<file path="src/rtl/lvds_pkg.sv">
// Shared definitions for the LVDS receive word-alignment controller.
package lvds_pkg;

    typedef enum logic [2:0] {
        ST_IDLE  = 3'd0,
        ST_CHECK = 3'd1,
        ST_SLIP  = 3'd2,
        ST_WAIT  = 3'd3,
        ST_NEXT  = 3'd4,
        ST_DONE  = 3'd5,
        ST_FAIL  = 3'd6
    } lvds_state_e;

    localparam logic [7:0] LVDS_TRAIN_PAT = 8'h5C;

    function automatic int clog2(input int value);
        int res;
        res = 0;
        for (int v = value - 1; v > 0; v = v >>> 1) begin
            res = res + 1;
        end
        return res;
    endfunction

endpackage

</file>
<file path="src/rtl/lvds_lane_mux.sv">
// Selects the word of the lane under training and steers the slip strobe to
// that lane's BITSLIP bit.
module lvds_lane_mux
    import lvds_pkg::*;
#(
    parameter int C_DATA_WIDTH = 8,
    parameter int LW           = 3
) (
    input  logic [C_DATA_WIDTH*8-1:0] rx_q,
    input  logic [LW-1:0]             lane,
    input  logic                      slip,
    output logic [7:0]                word,
    output logic [C_DATA_WIDTH-1:0]   lane_oh,
    output logic [C_DATA_WIDTH-1:0]   bitslip
);

    // Lane word select and one-hot lane decode
    always_comb begin
        word    = 8'h00;
        lane_oh = '0;
        bitslip = '0;
        for (int i = 0; i < C_DATA_WIDTH; i++) begin
            if (lane == LW'(i)) begin
                word       = rx_q[8*i +: 8];
                lane_oh[i] = 1'b1;
            end else begin
                lane_oh[i] = 1'b0;
            end
        end
        if (slip) begin
            bitslip = lane_oh;
        end else begin
            bitslip = '0;
        end
    end

endmodule

</file>
<file path="src/rtl/lvds_rx_align.sv">
// LVDS receive word alignment: slips each lane in turn until it shows the
// training word for P_MATCH_CNT consecutive words, then forwards data.
module lvds_rx_align
    import lvds_pkg::*;
#(
    parameter int          C_DATA_WIDTH = 8,
    parameter logic [7:0]  P_TRAIN_PAT  = LVDS_TRAIN_PAT,
    parameter int          P_SLIP_WAIT  = 4,
    parameter int          P_MATCH_CNT  = 16,
    parameter int          P_MAX_SLIP   = 8,
    localparam int         LW           = (C_DATA_WIDTH > 1) ? clog2(C_DATA_WIDTH) : 1
) (
    input  logic                      CLK,
    input  logic                      RST_N,
    input  logic                      START,
    input  logic [C_DATA_WIDTH*8-1:0] RX_DAT,
    output logic [C_DATA_WIDTH-1:0]   BITSLIP,
    output logic [C_DATA_WIDTH-1:0]   LANE_LOCK,
    output logic                      ALIGN_DONE,
    output logic                      ALIGN_FAIL,
    output logic [LW-1:0]             FAIL_LANE,
    output logic [C_DATA_WIDTH*8-1:0] RX_DAT_O,
    output logic                      RX_VLD
);

    localparam int SW = clog2(P_MAX_SLIP + 1);
    localparam int MW = clog2(P_MATCH_CNT + 1);
    localparam int WW = clog2(P_SLIP_WAIT + 1);

    lvds_state_e               state_r;
    logic [C_DATA_WIDTH*8-1:0] rx_q_r;
    logic [LW-1:0]             lane_r;
    logic [SW-1:0]             slip_cnt_r;
    logic [MW-1:0]             match_cnt_r;
    logic [WW-1:0]             wait_cnt_r;
    logic [7:0]                word_s;
    logic [C_DATA_WIDTH-1:0]   lane_oh_s;
    logic [C_DATA_WIDTH-1:0]   bitslip_s;
    logic                      slip_s;

    // The pulse is issued on the SLIP->WAIT edge; START suppresses it.
    assign slip_s = (state_r == ST_SLIP) && (slip_cnt_r != SW'(P_MAX_SLIP)) && !START;

    lvds_lane_mux #(
        .C_DATA_WIDTH (C_DATA_WIDTH),
        .LW           (LW)
    ) u_lane_mux (
        .rx_q    (rx_q_r),
        .lane    (lane_r),
        .slip    (slip_s),
        .word    (word_s),
        .lane_oh (lane_oh_s),
        .bitslip (bitslip_s)
    );

    // Input capture and downstream data forwarding
    always_ff @(posedge CLK or negedge RST_N) begin
        if (!RST_N) begin
            rx_q_r   <= '0;
            RX_DAT_O <= '0;
        end else begin
            rx_q_r   <= RX_DAT;
            RX_DAT_O <= RX_DAT;
        end
    end

    // Training FSM, counters and status outputs
    always_ff @(posedge CLK or negedge RST_N) begin
        if (!RST_N) begin
            state_r     <= ST_IDLE;
            lane_r      <= '0;
            slip_cnt_r  <= '0;
            match_cnt_r <= '0;
            wait_cnt_r  <= '0;
            BITSLIP     <= '0;
            LANE_LOCK   <= '0;
            ALIGN_DONE  <= 1'b0;
            ALIGN_FAIL  <= 1'b0;
            FAIL_LANE   <= '0;
            RX_VLD      <= 1'b0;
        end else begin
            BITSLIP <= bitslip_s;
            RX_VLD  <= ALIGN_DONE;
            if (START) begin
                state_r     <= ST_CHECK;
                lane_r      <= '0;
                slip_cnt_r  <= '0;
                match_cnt_r <= '0;
                wait_cnt_r  <= '0;
                LANE_LOCK   <= '0;
                ALIGN_DONE  <= 1'b0;
                ALIGN_FAIL  <= 1'b0;
                FAIL_LANE   <= '0;
                RX_VLD      <= 1'b0;
            end else begin
                case (state_r)
                    ST_IDLE: begin
                        state_r <= ST_IDLE;
                    end
                    ST_CHECK: begin
                        if (word_s == P_TRAIN_PAT) begin
                            if (match_cnt_r == MW'(P_MATCH_CNT - 1)) begin
                                LANE_LOCK <= LANE_LOCK | lane_oh_s;
                                state_r   <= ST_NEXT;
                            end else begin
                                match_cnt_r <= match_cnt_r + MW'(1);
                            end
                        end else if (match_cnt_r != MW'(0)) begin
                            // Interrupted lock attempt: retry without slipping
                            match_cnt_r <= '0;
                        end else begin
                            state_r <= ST_SLIP;
                        end
                    end
                    ST_SLIP: begin
                        if (slip_cnt_r == SW'(P_MAX_SLIP)) begin
                            state_r    <= ST_FAIL;
                            ALIGN_FAIL <= 1'b1;
                            FAIL_LANE  <= lane_r;
                        end else begin
                            slip_cnt_r <= slip_cnt_r + SW'(1);
                            wait_cnt_r <= '0;
                            state_r    <= ST_WAIT;
                        end
                    end
                    ST_WAIT: begin
                        if (wait_cnt_r == WW'(P_SLIP_WAIT - 1)) begin
                            match_cnt_r <= '0;
                            state_r     <= ST_CHECK;
                        end else begin
                            wait_cnt_r <= wait_cnt_r + WW'(1);
                        end
                    end
                    ST_NEXT: begin
                        if (lane_r == LW'(C_DATA_WIDTH - 1)) begin
                            ALIGN_DONE <= 1'b1;
                            state_r    <= ST_DONE;
                        end else begin
                            lane_r      <= lane_r + LW'(1);
                            slip_cnt_r  <= '0;
                            match_cnt_r <= '0;
                            state_r     <= ST_CHECK;
                        end
                    end
                    ST_DONE: begin
                        state_r <= ST_DONE;
                    end
                    ST_FAIL: begin
                        state_r <= ST_FAIL;
                    end
                    default: begin
                        state_r <= ST_IDLE;
                    end
                endcase
            end
        end
    end

endmodule
</file>
<file path="config.mk">
export PLATFORM = sky130hd
export DESIGN_NAME = lvds_rx_align
export DESIGN_NICKNAME = d
export VERILOG_FILES = /design/src/rtl/lvds_pkg.sv /design/src/rtl/lvds_lane_mux.sv /design/src/rtl/lvds_rx_align.sv
export SDC_FILE = /design/constraint.sdc
export NUM_CORES = 1
export LEC_CHECK = 0
export BUFFER_PORTS_ARGS = -buffer_cell sky130_fd_sc_hd__buf_4
export CELL_PAD_IN_SITES_DETAIL_PLACEMENT = 0
export CELL_PAD_IN_SITES_GLOBAL_PLACEMENT = 2
export CORE_ASPECT_RATIO = 0.5
export CORE_UTILIZATION = 27
export CTS_CLUSTER_DIAMETER = 50
export DETAILED_ROUTE_END_ITERATION = 16
export PLACE_DENSITY = 0.8
export REMOVE_ABC_BUFFERS = 1
export SLEW_MARGIN = 30
export SYNTH_ARGS = -nofsm -noshare
export SYNTH_HDL_FRONTEND = slang
export SYNTH_SLANG_ARGS = --single-unit
</file>
<file path="constraint.sdc">
create_clock -name CLK -period 2.6 [get_ports CLK]
set_input_delay 0 -clock CLK [delete_from_list [all_inputs] [get_ports CLK]]
set_output_delay 0 -clock CLK [all_outputs]
set_load 0.01 [all_outputs]
</file>
==> results of run 1 <==
==> cells by family (layout without fill, tap and decap cells) <==
group           after synthesis  after routing  synth area share
mux                           1              1           0.00249
flops                       104            104             0.647
simple gates                105            105             0.136
fa+ha+maj                    13             13            0.0404
buf+inv                      34            283            0.0361
xor+xnor                      3              3           0.00653
compound gates               73             73             0.131
==> through the flow <==
step / power (mW) / area, µm² / setup slack [ns]
CTS: 3.57 / 6620 / -0.106
detailed placement: 2.21 / 5580 / -0.195
global route: 3.70 / 6690 / -0.211
floorplan: 1.94 / 3950 / -0.292
global placement: 2.21 / 5580 / -0.110
finish: 3.55 / 6690 / -0.0884
==> how the worst max path moves through the flow <==
stage	startpoint	to	slack, ns	cells after the start
after floorplan	lane_r[2]	match_cnt_r[3]	-0.29	9
after global placement	lane_r[0]	match_cnt_r[3]	-0.11	9
after detailed placement	lane_r[0]	match_cnt_r[3]	-0.20	9
after CTS	lane_r[1]	match_cnt_r[3]	-0.11	11
after global routing	lane_r[1]	match_cnt_r[3]	-0.21	10
final	lane_r[0]	match_cnt_r[3]	-0.09	9
==> routing by layer <==
metal | vias up | GRT usage | wire (µm)
met5 | - | 0 | 0
met4 | 0 | 0.0514 | 164
met3 | 14 | 0.0361 | 386
met2 | 66 | 0.286 | 6110
met1 | 1666 | 0.204 | 5520
li1 | 1659 | - | -
==> sequential cells by signal (all words and copies together), names as in the netlist <==
name / cells
rx_q_r: 64
lane_r: 3
LANE_LOCK: 8
BITSLIP: 8
match_cnt_r: 5
state_r: 3
slip_cnt_r: 4
ALIGN_DONE: 1
wait_cnt_r: 3
ALIGN_FAIL: 1
RX_VLD: 1
FAIL_LANE: 3
==> power groups by stage <==
stage | clock network (mW) | logic [mW] | registers, mW
after floorplan | 0 | 0.140 | 1.80
after global placement | 0 | 0.419 | 1.79
after detailed placement | 0 | 0.419 | 1.79
after CTS | 1.30 | 0.506 | 1.76
after global routing | 1.37 | 0.555 | 1.77
final | 1.28 | 0.506 | 1.76
==> synthesized netlist by cell type (3+ instances only) <==
master,number,area [µm²]
dfrtp_1,104,2600
nor2_1,37,139
nand2_1,21,78.8
inv_1,19,71.3
a21oi_1,18,90.1
ha_1,13,163
nor2b_1,9,56.3
nor3_1,9,45.0
o21ai_0,9,45.0
clkbuf_1,8,30.0
a31oi_1,6,37.5
a22o_1,5,43.8
buf_2,5,25.0
nand2b_1,4,25.0
a221oi_1,3,26.3
nor3b_1,3,22.5
o22a_1,3,26.3
==> layout make-up <==
cell class,count,area share
sequential,104,0.389
timing repair buffer,249,0.309
multi-input combinational,195,0.213
clock buffer,12,0.0383
tap,198,0.0370
inverter,19,0.0110
clock inverter,3,0.00262
==> critical path, cell delays in order (launching register included) <==
cell and delay (ns):
dfrtp_2 0.46, ha_4 0.19, ha_4 0.16, or2_4 0.25, o311a_1 0.34, o22a_1 0.25, o31ai_4 0.27, o22a_1 0.24
a21oi_2 0.10, a211o_1 0.30
==> what timing repair did <==
action / CTS / global route
setup endpoints to repair: 15 / 16
gates resized for setup: 22 / 17
gates cloned: 0 / 0
buffers inserted: 3 / 2
hold endpoints to repair: 96 / 0
pin swaps: 12 / 12
hold buffers: 65 / 0
==> cells in the final DEF, fill, tap and decap left out, types with 2 or more instances in the layout <==
| cell | count |
|---|---|
| a211oi_1 | 2 |
| a21boi_2 | 2 |
| a21o_1 | 2 |
| a21oi_1 | 17 |
| a221oi_2 | 2 |
| a22o_1 | 5 |
| a31oi_1 | 6 |
| and3_1 | 2 |
| buf_12 | 2 |
| buf_4 | 179 |
| buf_6 | 3 |
| clkbuf_16 | 9 |
| clkbuf_8 | 2 |
| clkinv_2 | 2 |
| dfrtp_1 | 103 |
| dlygate4sd3_1 | 65 |
| ha_1 | 8 |
| ha_4 | 5 |
| inv_1 | 17 |
| nand2_1 | 18 |
| nand2_2 | 2 |
| nand2b_1 | 4 |
| nand3_1 | 2 |
| nand4_1 | 2 |
| nor2_1 | 37 |
| nor2b_1 | 9 |
| nor3_1 | 8 |
| nor3b_1 | 2 |
| o211ai_1 | 2 |
| o21ai_0 | 6 |
| o21ai_1 | 3 |
| o22a_1 | 3 |
| o31ai_1 | 2 |
| or4_1 | 2 |
| xor2_1 | 2 |
==> flow_summary_export.csv, run 1 <==
group,metric,value,unit
place,dpl.hpwl,8800,µm
global_routing,overflow,0,
floorplanning,die_h,88.3,µm
place,port_buffers,152,
worst_setup_path,r2r-start,"lane_r[0]",
route,drt-vias-per-instance,4.37,
logic_synthesis,seq_area_frac_synth,0.647,
power,peakVddDrop,0.256,mV
timing,setup_viol_count_final,4,
global_routing,antenna_found_initial,0,
hold_path,hp-class,"in -> reg",
route,vias,3405,
worst_setup_path,worstPathRequired,2.83,ns
cts,numClockSinks,104,
logic_synthesis,ys.flop_type,"dfrtp_1",
cts,clk_latency,0.34,ns
timing,hold-worst-slack,0.0583,ns
worst_setup_path,r2r_slack,-0.09,ns
power,seq_power_share,0.497,
global_routing,grt_pass1_wl,19200,µm
run_status,violations,"negative setup slack",
power,power.internal,2.65,mW
timing,rsz0062_at_grt,"yes",
route,drc,0,
route,firstDrtPassIters,4,
global_routing,grt_max_degree,46,
power,p_leak,3.17,nW
route,avgRoutedWirePerCell,15.6,µm
global_routing,grt_pass1_vias,3619,
worst_setup_path,r2r_cells,9,
timing,fin_skew,0.00703,ns
power,comb_power_share,0.143,
logic_synthesis,synth_edf_count,0,
logic_synthesis,syn_area,4020,µm²
global_routing,grt_usage,0.163,
worst_setup_path,critPathKind,"reg -> reg",
worst_setup_path,cp_data_arrival_time,2.92,ns
cts,cts_buffer_depth,2,
job,maxCapViolCount,0,
layout,diodes,0,
layout,post-route-util,0.461,
logic_synthesis,ys_types,63,
place,dpl.cell_count,697,
worst_setup_path,r2r_end,"match_cnt_r[3]",
place,gp_congestion,0.835,
logic_synthesis,ys_ff_latch,104,
cts,htreeDepth,3,
route,ant_nets,0,
layout,area_delta_synth_final,66.4,%
hold_path,hold_start,"START",
logic_synthesis,syn_inst,333,
hold_path,min_to,"FAIL_LANE[1]",
run_status,status,"finished, violations left",
timing,setup_slack,-0.0884,ns
floorplanning,placement_rows,31,
logic_synthesis,ys_warn_count,0,
floorplanning,initial_core_util,0.277,
layout,multi_input_area,1430,µm²
logic_synthesis,avgSynthCellArea,12.1,µm²
layout,fillers,1336,
timing,min_period_over_period,1.03,
power,p_sw_frac,0.252,
power,switching_power,0.894,mW
floorplanning,dieArea,15400,µm²
power,power_density,530,nW/µm²
layout,layout-drive-gt1-share,0.390,
route,drtIter0Drc,195,
floorplanning,io_pins,153,
cts,cts_tree,"built",
cts,root_buffer,"clkbuf_16",
layout,nets,658,
route,drt_wl_total,12200,µm
hold_path,hold_depth,2,
floorplanning,die_x,175,µm
timing,worstMarginPinSlew,0.650,ns
timing,fin_crit,2.69,ns
worst_setup_path,cp_max_fo,5,
logic_synthesis,ys_async_sr_fraction,1.00,
layout,layoutNonFillerInstCount,780,
worst_setup_path,critical_path.endpoint_type,"register",
timing,maxSlewViolCount,0,
timing,relSlewSlack,0.562,
worst_setup_path,critPathLaunchType,"register",
cts,cts_inserted_buffers,9,
timing,fmax,372,MHz
timing,setup_tns,-0.130,ns
cts,clk_pin_slew,0.07,ns
floorplanning,core-area,14500,µm²
power,pwr-share-clk,0.360,
timing,hold_viol_final,0,
layout,regArea,2600,µm²
Note: power is estimated with default switching activity, not from simulation.
==> run 2: changes to the inputs <==
- ABC_AREA: default -> 1
- CORE_UTILIZATION: 27 -> 26
- PLACE_DENSITY: 0.8 -> 0.81
==> run 2 against run 1 <==
  * The flow now finishes without violations
  * Count of clock-buffer cells in the layout decreased by 3
  * Register-to-register slack improved by 0.29 ns
  * Power grew 20%
  * Sequential power hardly changed
  * Synthesized cell count increased by 32%
  * Clock power up 23%
  * Non-clock buffer count fell by 15
  * Critical path type unchanged
  * Critical endpoint is now state_r[0]
  * Largest cell class unchanged
==> flow_summary_export.csv, run 2 <==
group,metric,value,unit
route,drt-vias-per-instance,4.18,
layout,regMostFlops,"rx_q_r",
timing,fmax,418,MHz
logic_synthesis,syn_inst,439,
floorplanning,initial_core_util,0.269,
route,drc,0,
worst_setup_path,critical_path.endpoint_type,"register",
cts,cts_tree,"built",
cts,cts_buffer_depth,2,
cts,htreeDepth,3,
route,firstDrtPassIters,4,
layout,layout_common_cells,"buf_4, dfrtp_1, nand2_1",
floorplanning,core-area,15600,µm²
timing,fin_skew,0.00775,ns
global_routing,grt_pass1_wl,20700,µm
cts,root_buffer,"clkbuf_16",
layout,layout_commonest_cell,"buf_4",
logic_synthesis,ys.flop_type,"dfrtp_1",
timing,fin_crit,2.39,ns
timing,setup_slack,0.206,ns
floorplanning,io_pins,153,
layout,reg_top3,"rx_q_r x64, BITSLIP x8, LANE_LOCK x8",
logic_synthesis,synth_top_area_frac,0.619,
timing,relSlewSlack,0.445,
worst_setup_path,worstPathRequired,2.83,ns
logic_synthesis,synth.area.top_cells,"dfrtp_1, nand2_1, inv_1",
worst_setup_path,cp_data_arrival_time,2.62,ns
route,vias,3713,
cts,cts_inserted_buffers,9,
route,drtIter0Drc,204,
layout,nets,759,
power,peakVddDrop,0.304,mV
logic_synthesis,syn_area,4210,µm²
timing,rsz0062_at_grt,"no",
worst_setup_path,critPathLaunchType,"register",
logic_synthesis,ys_ff_latch,104,
timing,worstMarginPinSlew,0.832,ns
layout,layoutNonFillerInstCount,888,
cts,numClockSinks,104,
logic_synthesis,synth_common_cells,"dfrtp_1, nand2_1, inv_1",
place,gp_congestion,0.793,
logic_synthesis,avgSynthCellArea,9.58,µm²
global_routing,grt_pass1_vias,3923,
route,ant_nets,0,
place,dp_slack,0.0857,ns
power,power_density,625,nW/µm²
logic_synthesis,yosysMostFrequentCell,"dfrtp_1",
logic_synthesis,ys_warn_count,0,
timing,setup_tns,0,ns
layout,largest_reg_flops,64,
place,dpl.hpwl,9230,µm
logic_synthesis,yosysTopAreaCell,"dfrtp_1",
timing,setup_viol_count_final,0,
floorplanning,die_x,182,µm
global_routing,grt_usage,0.160,
worst_setup_path,cp_max_fo,7,
global_routing,overflow,0,
cts,clk_pin_slew,0.08,ns
hold_path,hp-class,"in -> reg",
timing,maxSlewViolCount,0,
route,avgRoutedWirePerCell,14.4,µm
logic_synthesis,ys_types,32,
place,port_buffers,152,
worst_setup_path,critPathKind,"reg -> reg",
floorplanning,die_h,91.9,µm
timing,min_period_over_period,0.921,
timing,hold-worst-slack,0.299,ns
route,drt_wl_total,12800,µm
layout,fillers,1533,
floorplanning,dieArea,16700,µm²
global_routing,grt_max_degree,65,
power,p_leak,3.42,nW
floorplanning,placement_rows,32,
logic_synthesis,ys_async_sr_fraction,1.00,
place,dpl.cell_count,800,
timing,hold_viol_final,0,
layout,area_delta_synth_final,61.8,%
job,maxCapViolCount,0,
logic_synthesis,seq_area_frac_synth,0.619,
layout,layout-drive-gt1-share,0.307,
run_status,status,"finished clean",
global_routing,antenna_found_initial,0,
cts,clk_latency,0.34,ns
layout,diodes,0,
logic_synthesis,synth_edf_count,0,
run 2: changes by cell type in the layout (fill, tap and decap cells not counted), sizes merged, moves of 5 or more:
cell,before,now
nand4,2,9
buf,184,168
nor3,9,4
nand2,21,97
nor2b,10,0
nand3,2,37
nor2,37,56
inv,19,68
a31oi,6,0
a22o,5,0
run 2: worst paths after layout:
path / slack, ns / to / start / cells after the start
worst max-delay path: 0.21 / state_r[0] / lane_r[0] / 17
worst min-delay path: 0.30 / rx_q_r[57] / RX_DAT[57] / 2
worst max register to register: 0.21 / state_r[0] / lane_r[0] / 17
worst min register to register: 0.49 / match_cnt_r[4] / match_cnt_r[4] / 2
max in group asynchronous: 1.54 / RX_VLD / RST_N / 3
min in group asynchronous: 0.35 / rx_q_r[38] / RST_N / 2
run 2: final cells by class:
cell class	count	area, µm²	area share
sequential	104	2600	0.382
timing repair buffer	234	1940	0.285
multi-input combinational	262	1400	0.205
inverter	67	258	0.0379
tap	204	255	0.0375
clock buffer	9	225	0.0331
clock inverter	7	125	0.0184
timing repair inverter	1	5.00	0.000735
run 2: per-layer routing:
layer / share of wire / wire, µm / global-route usage / vias to the layer above
met2: 0.47 / 5970 / 0.262 / 73
met4: 0.0053 / 68 / 0.0294 / 0
li1: - / - / - / 1867
met3: 0.047 / 607 / 0.0357 / 6
met5: 0 / 0 / 0 / -
met1: 0.48 / 6140 / 0.220 / 1767
run 2: what timing repair did:
| item | 4_1_cts | 5_1_grt |
|---|---|---|
| hold buffers | 66 | 0 |
| resized for setup | 0 | 22 |
| setup buffers | 0 | 5 |
| hold endpoints to repair | 137 | 0 |
| setup endpoints to repair | 0 | 16 |
run 2: report_power, final:
part	leakage (nW)	internal, mW	total [mW]	switching [mW]
registers	1.30	1.70	1.76	0.0577
logic	1.95	0.409	0.911	0.501
clock network	0.171	0.954	1.58	0.628
run 2: metrics by stage:
step,power (mW),util,instance area [µm²]
global route,4.48,0.436,6810
floorplan,2.18,-,4170
detailed placement,2.57,0.363,5660
CTS,4.24,0.427,6680
finish,4.25,0.436,6810
global placement,2.57,0.363,5660
run 2: worst max-delay path: stages, from the launching register on:
cell	delay (ns)
dfrtp_1	0.41
ha_2	0.22
ha_4	0.18
buf_4	0.17
o21bai_1	0.15
inv_1	0.05
nand2_1	0.06
nand2_2	0.08
nand3_1	0.09
nand2_1	0.07
nand2_1	0.05
inv_1	0.08
nand3_2	0.07
nand2_2	0.13
nand2_4	0.10
nand3_2	0.08
nand3_2	0.07
or2_1	0.21
run 2: cells by family (layout without fill, tap and decap cells):
| kind of cell | count (synthesis) | after routing | share of synthesized area |
|---|---|---|---|
| AND/OR/NAND/NOR | 210 | 210 | 0.221 |
| flip-flops | 104 | 104 | 0.619 |
| buffers and inverters | 73 | 318 | 0.0675 |
| AO/OA/AOI/OAI | 35 | 35 | 0.0449 |
| adder cells (fa/ha/maj) | 13 | 13 | 0.0387 |
| XOR/XNOR | 3 | 3 | 0.00625 |
| multiplexers | 1 | 1 | 0.00238 |
==> run 3: changes to the inputs <==
- CORE_UTILIZATION: 26 -> 27
- CTS_BUF_LIST: default -> sky130_fd_sc_hd__clkbuf_8
- PLACE_DENSITY: 0.81 -> 0.83
==> run 3 against run 2 <==
  * Design area down 3.4%
  * Fmax shrank 0.35%
  * Largest power group unchanged
  * Largest cell class unchanged
  * Critical path depth unchanged
==> flow_summary_export.csv, run 3 (synthesis gave the netlist of run 2 again) <==
group,metric,value,unit
cts,clk_latency,0.38,ns
timing,relSlewSlack,0.499,
floorplanning,dieArea,16100,µm²
global_routing,overflow,0,
layout,layout_commonest_cell,"buf_4",
power,power_density,544,nW/µm²
route,drc,0,
cts,cts_buffer_depth,2,
layout,layout-drive-gt1-share,0.295,
timing,min_period_over_period,0.924,
floorplanning,die_x,178,µm
layout,area_delta_synth_final,56.3,%
hold_path,hp-class,"in -> async",
global_routing,grt_pass1_wl,20700,µm
route,drt_wl_total,12900,µm
layout,nets,756,
floorplanning,die_h,90.2,µm
timing,fmax,416,MHz
worst_setup_path,crit_chain,"ha_2, ha_2, buf_4, o21bai_1, inv_1, nand2_1, nand2_2, nand3_1, nand2_1, nand2_1, inv_1, nand3_1, nand2_4, nand2_4, nand3_2, nand3_2, or2_1",
power,p_leak,3.32,nW
timing,fin_skew,0.0161,ns
route,avgRoutedWirePerCell,14.6,µm
worst_setup_path,crit_buf_inv,3,
place,gp_congestion,0.807,
cts,numClockSinks,104,
timing,maxSlewViolCount,0,
worst_setup_path,r2r_slack,0.20,ns
cts,clk_pin_slew,0.11,ns
worst_setup_path,critPathMaxStageDelay,0.42,ns
timing,hold-worst-slack,0.242,ns
worst_setup_path,cp_top_family,"simple AND/OR/NAND/NOR gates",
worst_setup_path,r2r-start,"lane_r[0]",
route,drtIter0Drc,139,
worst_setup_path,r2r_cells,17,
place,dpl.hpwl,9380,µm
cts,cts_tree,"built",
worst_setup_path,crit_path_frequent_cell,"nand2_1",
worst_setup_path,cp_data_arrival_time,2.68,ns
run_status,status,"finished clean",
global_routing,grt_usage,0.169,
global_routing,grt_max_degree,58,
place,port_buffers,152,
layout,regMostFlops,"rx_q_r",
route,firstDrtPassIters,4,
worst_setup_path,cp_max_fo,7,
timing,setup_tns,0,ns
worst_setup_path,critPathLaunch,"lane_r[0]",
timing,setup_viol_count_final,0,
route,drt-vias-per-instance,4.27,
route,vias,3756,
route,ant_nets,0,
timing,rsz0062_at_grt,"no",
layout,layout_common_cells,"buf_4, dfrtp_1, nand2_1",
worst_setup_path,r2r_end,"state_r[0]",
cts,htreeDepth,3,
layout,reg_top3,"rx_q_r x64, BITSLIP x8, LANE_LOCK x8",
global_routing,grt_pass1_vias,3929,
worst_setup_path,critPathKind,"reg -> reg",
worst_setup_path,critical_path.endpoint_type,"register",
global_routing,antenna_found_initial,0,
floorplanning,placement_rows,31,
layout,largest_reg_flops,64,
timing,fin_crit,2.40,ns
timing,worstMarginPinSlew,0.749,ns
timing,hold_viol_final,0,
worst_setup_path,worstPathRequired,2.87,ns
floorplanning,initial_core_util,0.284,
power,peakVddDrop,0.299,mV
cts,cts_inserted_buffers,9,
cts,root_buffer,"clkbuf_8",
floorplanning,io_pins,153,
floorplanning,core-area,14800,µm²
job,maxCapViolCount,0,
worst_setup_path,cp_slowest_cell,"dfrtp_1",
layout,diodes,0,
worst_setup_path,critPathLaunchType,"register",
-- run 3: repair_timing --
action | 4_1_cts | 5_1_grt
endpoints found under the setup margin | 0 | 16
setup buffers | 0 | 3
hold endpoints to repair | 130 | 0
hold buffers | 66 | 0
gates resized for setup | 0 | 16
-- run 3: power breakdown --
group	total [mW]	leakage, nW	switching (mW)	internal, mW
clock network	0.933	0.0948	0.563	0.370
logic	0.881	1.93	0.489	0.392
registers	1.76	1.30	0.0603	1.70
total	3.58	3.32	1.11	2.46
-- run 3: worst max-delay path by stage --
| stage | to | slack [ns] | depth (start not counted) |
|---|---|---|---|
| after global placement | match_cnt_r[2] | 0.16 | 18 |
| after detailed placement | match_cnt_r[4] | 0.11 | 19 |
| after global routing | state_r[0] | 0.01 | 14 |
| after CTS | match_cnt_r[4] | 0.11 | 19 |
| final | state_r[0] | 0.20 | 17 |
| after floorplan | state_r[0] | 0.36 | 16 |
-- run 3: area by class of cell --
class	count	area (µm²)
multi-input cells	262	1370
well taps	198	248
inverters	67	258
flip-flops and latches	104	2600
repair buffers	231	1910
clock buffers	10	138
clock inverters	6	37.5
fillers	1470	8240
repair inverters	1	5.00
-- run 3: stage by stage --
| stage | utilization | setup slack (ns) | instance area [µm²] | instances | power, mW |
|---|---|---|---|---|---|
| after floorplan | - | 0.363 | 4170 | 433 | 2.18 |
| after global placement | 0.381 | 0.163 | 5650 | 793 | 2.54 |
| after detailed placement | 0.381 | 0.113 | 5650 | 793 | 2.55 |
| after CTS | 0.438 | 0.106 | 6480 | 875 | 3.57 |
| after global routing | 0.444 | 0.00987 | 6570 | 879 | 3.81 |
| final | 0.444 | 0.197 | 6570 | 879 | 3.58 |
-- run 3: per-layer routing --
metal	GRT usage	vias up	wire length, µm
met5	0	-	0
met2	0.264	94	5940
met3	0.0440	9	574
met4	0.0339	0	109
met1	0.234	1793	6240
li1	-	1860	-
